==> src/rtl/id_ctrl_pipe_pkg.sv <==
// id_ctrl_pipe_pkg: opcodes, ALU operations and halt FSM states shared by the decode stage
package id_ctrl_pipe_pkg;

    typedef enum logic [3:0] {
        OP_ADD, OP_ADDZ, OP_SUB, OP_AND, OP_NOR, OP_SLL, OP_SRL, OP_SRA,
        OP_LW, OP_SW, OP_LHB, OP_LLB, OP_B, OP_JAL, OP_JR, OP_HLT
    } opcode_t;

    localparam logic [3:0] ALU_ADD = 4'h0;
    localparam logic [3:0] ALU_SUB = 4'h1;
    localparam logic [3:0] ALU_AND = 4'h2;
    localparam logic [3:0] ALU_NOR = 4'h3;
    localparam logic [3:0] ALU_SLL = 4'h4;
    localparam logic [3:0] ALU_SRL = 4'h5;
    localparam logic [3:0] ALU_SRA = 4'h6;
    localparam logic [3:0] ALU_LHB = 4'h7;
    localparam logic [3:0] ALU_NOP = 4'hF;

    localparam logic [1:0] ST_RUN    = 2'd0;
    localparam logic [1:0] ST_DRAIN  = 2'd1;
    localparam logic [1:0] ST_HALTED = 2'd2;

endpackage

==> src/rtl/id_decode.sv <==
// id_decode: purely combinational instruction-to-control-bundle decoder
module id_decode import id_ctrl_pipe_pkg::*; #(
    parameter int DATA_W   = 16,
    parameter int REG_AW   = 4,
    parameter int LINK_REG = 15
) (
    input  logic [DATA_W-1:0] instr,
    output logic [REG_AW-1:0] rdReg1,
    output logic [REG_AW-1:0] rdReg2,
    output logic [REG_AW-1:0] wrReg,
    output logic              rdEn1,
    output logic              rdEn2,
    output logic              wrRegEn,
    output logic              memRd,
    output logic              memWr,
    output logic              mem2reg,
    output logic              sawBr,
    output logic              sawJ,
    output logic              addz,
    output logic              aluSrc,
    output logic [3:0]        aluOp,
    output logic [3:0]        shAmt
);

    opcode_t           op;
    logic [REG_AW-1:0] rd, rs, rt;

    assign op      = opcode_t'(instr[DATA_W-1 -: 4]);
    assign rd      = instr[3*REG_AW-1 -: REG_AW];
    assign rs      = instr[2*REG_AW-1 -: REG_AW];
    assign rt      = instr[REG_AW-1:0];
    assign rdEn1   = !(op inside {OP_HLT, OP_LLB, OP_B, OP_JAL});
    assign rdEn2   = op inside {OP_ADD, OP_ADDZ, OP_SUB, OP_AND, OP_NOR};
    assign wrRegEn = !(op inside {OP_HLT, OP_SW, OP_B, OP_JR});
    assign memRd   = op == OP_LW;
    assign memWr   = op == OP_SW;
    assign mem2reg = op == OP_LW;
    assign sawBr   = op == OP_B;
    assign sawJ    = op inside {OP_JAL, OP_JR};
    assign addz    = op == OP_ADDZ;
    assign aluSrc  = rdEn2;
    assign rdReg1  = (op inside {OP_LHB, OP_SW}) ? rd : rs;
    assign rdReg2  = rt;
    assign wrReg   = (op == OP_JAL) ? REG_AW'(LINK_REG) : rd;
    assign shAmt   = instr[3:0];

    // ADDZ shares the adder; its Z-flag gating happens in EX via addz
    always_comb begin
        aluOp = ALU_NOP;
        case (op)
            OP_ADD, OP_ADDZ: aluOp = ALU_ADD;
            OP_SUB:          aluOp = ALU_SUB;
            OP_AND:          aluOp = ALU_AND;
            OP_NOR:          aluOp = ALU_NOR;
            OP_SLL:          aluOp = ALU_SLL;
            OP_SRL:          aluOp = ALU_SRL;
            OP_SRA:          aluOp = ALU_SRA;
            OP_LHB:          aluOp = ALU_LHB;
            default:         aluOp = ALU_NOP;
        endcase
    end

endmodule

==> src/rtl/id_ctrl_pipe.sv <==
// id_ctrl_pipe: ID stage with ID/EX register, RAW hazard stalls, flush handling and HLT drain
module id_ctrl_pipe import id_ctrl_pipe_pkg::*; #(
    parameter int DATA_W    = 16,
    parameter int REG_AW    = 4,
    parameter int LINK_REG  = 15,
    parameter int HAZ_MODE  = 1,
    parameter int DRAIN_CYC = 3
) (
    input  logic              clk,
    input  logic              rst_n,
    input  logic [DATA_W-1:0] if_instr,
    input  logic              if_vld,
    input  logic              ex_flush,
    output logic              id_stall,
    output logic              ex_vld,
    output logic [REG_AW-1:0] ex_rdReg1,
    output logic [REG_AW-1:0] ex_rdReg2,
    output logic [REG_AW-1:0] ex_wrReg,
    output logic              ex_rdEn1,
    output logic              ex_rdEn2,
    output logic              ex_wrRegEn,
    output logic              ex_memRd,
    output logic              ex_memWr,
    output logic              ex_mem2reg,
    output logic              ex_sawBr,
    output logic              ex_sawJ,
    output logic              ex_addz,
    output logic              ex_aluSrc,
    output logic [3:0]        ex_aluOp,
    output logic [3:0]        ex_shAmt,
    output logic              halted
);

    localparam int CNT_W = DRAIN_CYC > 1 ? $clog2(DRAIN_CYC + 1) : 1;

    logic [REG_AW-1:0] dRdReg1, dRdReg2, dWrReg;
    logic              dRdEn1, dRdEn2, dWrRegEn, dMemRd, dMemWr, dMem2reg;
    logic              dSawBr, dSawJ, dAddz, dAluSrc;
    logic [3:0]        dAluOp, dShAmt;
    logic [REG_AW-1:0] memWrReg;
    logic              memWrEn, memVld;
    logic [1:0]        state;
    logic [CNT_W-1:0]  cnt;
    logic              exHit, memHit, rawStall, accept, hltIn;

    id_decode #(.DATA_W(DATA_W), .REG_AW(REG_AW), .LINK_REG(LINK_REG)) u_dec (
        .instr(if_instr), .rdReg1(dRdReg1), .rdReg2(dRdReg2), .wrReg(dWrReg),
        .rdEn1(dRdEn1), .rdEn2(dRdEn2), .wrRegEn(dWrRegEn), .memRd(dMemRd),
        .memWr(dMemWr), .mem2reg(dMem2reg), .sawBr(dSawBr), .sawJ(dSawJ),
        .addz(dAddz), .aluSrc(dAluSrc), .aluOp(dAluOp), .shAmt(dShAmt)
    );

    // R0 is hardwired, so writes to it never create a dependency
    function automatic logic hit(input logic en, input logic [REG_AW-1:0] a,
                                 input logic [REG_AW-1:0] w, input logic wEn, input logic v);
        return en && wEn && v && a == w && a != '0;
    endfunction

    assign exHit    = hit(dRdEn1, dRdReg1, ex_wrReg, ex_wrRegEn, ex_vld)
                    | hit(dRdEn2, dRdReg2, ex_wrReg, ex_wrRegEn, ex_vld);
    assign memHit   = hit(dRdEn1, dRdReg1, memWrReg, memWrEn, memVld)
                    | hit(dRdEn2, dRdReg2, memWrReg, memWrEn, memVld);
    assign rawStall = if_vld & (HAZ_MODE != 0 ? exHit & ex_memRd : exHit | memHit);
    // a flush overrides a hazard stall so IF can redirect; drain/halt always holds IF
    assign id_stall = (state != ST_RUN) | (~ex_flush & rawStall);
    assign accept   = (state == ST_RUN) & ~ex_flush & ~rawStall & if_vld;
    assign hltIn    = opcode_t'(if_instr[DATA_W-1 -: 4]) == OP_HLT;
    assign halted   = state == ST_HALTED;

    // ID/EX register: load the decoded bundle on accept, otherwise issue a zeroed bubble
    always_ff @(posedge clk or negedge rst_n) begin
        if (!rst_n) begin
            ex_vld     <= 1'b0;
            ex_rdReg1  <= '0;
            ex_rdReg2  <= '0;
            ex_wrReg   <= '0;
            ex_rdEn1   <= 1'b0;
            ex_rdEn2   <= 1'b0;
            ex_wrRegEn <= 1'b0;
            ex_memRd   <= 1'b0;
            ex_memWr   <= 1'b0;
            ex_mem2reg <= 1'b0;
            ex_sawBr   <= 1'b0;
            ex_sawJ    <= 1'b0;
            ex_addz    <= 1'b0;
            ex_aluSrc  <= 1'b0;
            ex_aluOp   <= ALU_NOP;
            ex_shAmt   <= '0;
        end else begin
            ex_vld     <= accept;
            ex_rdReg1  <= accept ? dRdReg1 : '0;
            ex_rdReg2  <= accept ? dRdReg2 : '0;
            ex_wrReg   <= accept ? dWrReg : '0;
            ex_rdEn1   <= accept & dRdEn1;
            ex_rdEn2   <= accept & dRdEn2;
            ex_wrRegEn <= accept & dWrRegEn;
            ex_memRd   <= accept & dMemRd;
            ex_memWr   <= accept & dMemWr;
            ex_mem2reg <= accept & dMem2reg;
            ex_sawBr   <= accept & dSawBr;
            ex_sawJ    <= accept & dSawJ;
            ex_addz    <= accept & dAddz;
            ex_aluSrc  <= accept & dAluSrc;
            ex_aluOp   <= accept ? dAluOp : ALU_NOP;
            ex_shAmt   <= accept ? dShAmt : '0;
        end
    end

    // MEM-stage shadow of the destination, used for the no-forwarding hazard check
    always_ff @(posedge clk or negedge rst_n) begin
        if (!rst_n) begin
            memWrReg <= '0;
            memWrEn  <= 1'b0;
            memVld   <= 1'b0;
        end else begin
            memWrReg <= ex_wrReg;
            memWrEn  <= ex_wrRegEn;
            memVld   <= ex_vld;
        end
    end

    // halt sequence: an accepted HLT drains EX/MEM/WB for DRAIN_CYC cycles, then halts for good
    always_ff @(posedge clk or negedge rst_n) begin
        if (!rst_n) begin
            state <= ST_RUN;
            cnt   <= '0;
        end else if (accept && hltIn) begin
            state <= ST_DRAIN;
            cnt   <= CNT_W'(DRAIN_CYC);
        end else if (state == ST_DRAIN) begin
            cnt <= cnt - 1'b1;
            if (cnt <= CNT_W'(1)) state <= ST_HALTED;
        end
    end

endmodule

==> config.mk <==
export PLATFORM = sky130hd
export DESIGN_NAME = id_ctrl_pipe
export DESIGN_NICKNAME = d
export VERILOG_FILES = /design/src/rtl/id_ctrl_pipe_pkg.sv /design/src/rtl/id_decode.sv /design/src/rtl/id_ctrl_pipe.sv
export SDC_FILE = /design/constraint.sdc
export NUM_CORES = 1
export LEC_CHECK = 0
export ABC_AREA = 1
export BUFFER_PORTS_ARGS = -buffer_cell sky130_fd_sc_hd__buf_2
export CAP_MARGIN = 40
export CORE_MARGIN = 1.5
export CORE_UTILIZATION = 50
export CTS_BUF_LIST = sky130_fd_sc_hd__clkbuf_8
export CTS_CLUSTER_DIAMETER = 120
export DETAILED_ROUTE_END_ITERATION = 8
export MAX_ROUTING_LAYER = met4
export PLACE_DENSITY = 0.8
export SKIP_LAST_GASP = 1
export SYNTH_ARGS = -nofsm -noshare
export SYNTH_HDL_FRONTEND = slang
export SYNTH_SLANG_ARGS = --single-unit
==> constraint.sdc <==
create_clock -name clk -period 2 [get_ports clk]
set_clock_uncertainty 0.2 [all_clocks]
set_input_delay 0.1 -clock clk [delete_from_list [all_inputs] [get_ports clk]]
set_output_delay 0.1 -clock clk [all_outputs]
set_load 0.005 [all_outputs]
==> run summary <==
run status: finished with violations
violated checks: design-rule violations, negative hold slack
DIE HEIGHT: 58.2 um
Max stage delay cell, worst path: sky130_fd_sc_hd__dlygate4sd3_1
GRT Resource Usage Total: 23.4%
cell family with most CP delay: buffers and inverters
Max-Slew Margin vs Limit: 58.8%
Synth Area in Compound Gates: 5.18%
total gr overflow: 0
Vias: 1476
utilization after layout: 74.4%
gpl congestion: 0.928
hold violation count in the final report: 2
delay of the slowest cell on the worst path: 550 ps
number of buffers on the longest clock path: 2
Seq/Total Area, Yosys: 48.0%
Crit path required time: 1700 ps
setup repair after global routing missed its margin: no
deepest level of the CTS H-tree: 2
type of the worst min-delay path: in -> reg
via/cell ratio: 4.99
post-route minimum period: 1940 ps
x dimension of the die: 58.2 um
Final Setup Violations: 0
number of buffers and inverters on the critical path: 4
clock tree root buffer cell: sky130_fd_sc_hd__clkbuf_8
antenna diode count: 0
count of maximum capacitance violations: 0
cell area after synthesis: 0.00152 mm2
cells after synthesis: 190
detailed-route wire length: 3650 um
kind of critical path: in -> out
Leakage: 1.25 nW
Worst Hold Margin: -3.59 ps
Port Buf Inserts: 52
area grow syn2layout: 38.3%
number of nets with antenna violations after routing: 0
number of clock sinks: 29
final cycle utilization of the critical path: 97.1%
number of global-route vias before repair: 1319
share of layout cells above drive strength 1: 35.1%
initial core utilization: 53.8%
upper clock frequency limit: 0.515 GHz
detailed-routing iteration count for the pre-antenna-repair pass: 6
Synth Area in XOR/XNOR: 1.15%
Worst Setup Slack, final: 57.9 ps
total cell area at the placement stage: 0.00180 mm2
highest fanout seen on the critical path: 2
total die area: 0.00338 mm2
cells traversed along the worst timing path: dlygate4sd3_1 > buf_2 > inv_2 > nand2_2 > nand3_1 > nand2_1 > nor2_1 > nand3_1 > nand2_1 > nand2_2 > o21ai_2 > buf_2
top library cells by usage in the layout, fill and taps aside: sky130_fd_sc_hd__buf_2, sky130_fd_sc_hd__nand2_1, sky130_fd_sc_hd__inv_1, sky130_fd_sc_hd__nor2_1, sky130_fd_sc_hd__dfrtp_1
final-layout fill cell count: 205
Slew Viols, Final: 0
startpoint class of the critical path: primary input
clock slew at the register clock pins of the worst setup and hold paths: 60 ps
insertion delay to the later sink of the worst-skew pair: 280 ps
worst voltage drop across the vdd grid: 0.332 mV
main combinational cell family by area after synthesis: simple AND/OR/NAND/NOR gates
most common cell after layout, fill and taps aside: sky130_fd_sc_hd__buf_2
number of antenna violations at the first check in global routing: 0
count of standard-cell rows: 19
Simple-Gate Fraction of Synth Area: 27.9%
mean instance size in the synthesized netlist: 8.01 um2
Num CTS Buffers: 5
worst setup slack before clock tree synthesis: -40.0 ps
proportion of synthesized area in mux cells: 0%
Netlist cell types: 24
DP Wirelength: 2320 um
DRC violation count after routing: 3
number of warning messages in the yosys log: 0
number of I/O pins: 53
clock tree from TritonCTS: done
synthesis-stage register bit count: 29
global-route wire length before repair: 5650 um
Arrival @ worst endpoint: 1640 ps
placeable core region: 0.00283 mm2
pin slew with the least headroom to its limit: 618 ps
number of violations reported at the end of detailed-routing iteration 0: 73
maximum number of pins on one net before global-route repair: 30
net count reported at finish: 290
routed length per placed instance: 12.3 um
final design area excluding fillers: 0.00210 mm2
Post-Synth Adder-Cell Area: 4.93%
power density over the cells: 579 mW/mm2
endpoint type of the worst setup path: output pin
Synth Net Count: 216
power breakdown:
part           leakage (nW)  switching, mW  internal, mW
logic                 0.814         0.0861        0.0665
clock network        0.0538          0.210         0.269
registers             0.386              0         0.587
total                  1.25          0.296         0.923
worst paths after layout:
path                                      to  slack [ps]  depth (start not counted)          from
worst max-delay path                id_stall          60                         12  if_instr[10]
worst min-delay path            ex_rdReg1[3]          -4                          5   if_instr[7]
worst max register to register   ex_aluOp[2]         200                         11   ex_wrReg[1]
worst min register to register      state[1]         300                          2      state[1]
max in group asynchronous             cnt[1]        1030                          2         rst_n
min in group asynchronous       ex_rdReg1[2]         170                          2         rst_n
through the flow:
stage / cells / total power [mW] / setup TNS, ps / hold WS [ps]
finish: 296 / 1.22 / 0 / -3.59
global route: 296 / 1.27 / 0 / 30.3
CTS: 295 / 1.21 / 0 / 4.98
detailed placement: 271 / 0.710 / -94.5 / -48.0
global placement: 271 / 0.708 / 0 / -48.5
floorplan: 190 / 0.656 / 0 / -396
logic make-up (layout without fill, tap and decap cells):
group                      count (synthesis)  in the layout
adders and majority gates                  6              6
xor gates and xnor gates                   2              2
and+or+nand+nor                           97             97
AOI/OAI and AO/OA                         14             14
buffers and inverters                     42            117
DFF                                       29             29
state kept, by name, summed over array words and instances, names as in the netlist, 2 cells and up:
name	count
ex_rdReg2	4
ex_wrReg	4
state	2
cnt	2
ex_rdReg1	4
ex_aluOp	4
metal layers:
metal  GRT usage [%]  part of all wire (%)  wire (um)  vias up
li1                -                     -          -      719
met1            28.9                    42       1540      691
met2            35.9                    51       1850       59
met3            4.24                   5.1        186        7
met4            13.6                   2.0         74        0
met5               -                     0          0        -
synthesized netlist by cell type, drive strengths merged:
master  instances  area, um2
o21ai           7       35.0
o211ai          2       15.0
nand2          47        194
nand3b          1       7.51
o22ai           1       6.26
and3b           1       10.0
a21oi           3       15.0
inv            34        128
buf             8       67.6
nand3          12       60.1
ha              6       75.1
nor3            2       10.0
dfstp           4        105
o21bai          1       7.51
dfrtp          25        626
nor2           32        130
nand4           2       12.5
xor2            2       17.5
cell type report:
type	count	area (um2)	share of cell area, %
clock buffers	6	82.6	3.92
clock inverters	2	7.51	0.357
inverters	34	128	6.06
multi-input cells	119	647	30.7
flip-flops and latches	29	731	34.7
well taps	31	38.8	1.84
repair buffers	75	470	22.4
worst min-delay path, cell delays in order:
cell and delay (ps):
sky130_fd_sc_hd__buf_2 90, sky130_fd_sc_hd__inv_1 60, sky130_fd_sc_hd__nand2_2 60, sky130_fd_sc_hd__nand2_2 70, sky130_fd_sc_hd__nor2_1 50
repair_timing:
item | 4_1_cts | 5_1_grt
setup endpoints to repair | 1 | 2
hold endpoints to repair | 40 | 0
pin swaps | 0 | 5
resized for setup | 1 | 17
hold buffers | 15 | 0
buffers inserted | 1 | 1
Power figures use the tool's default switching activity.
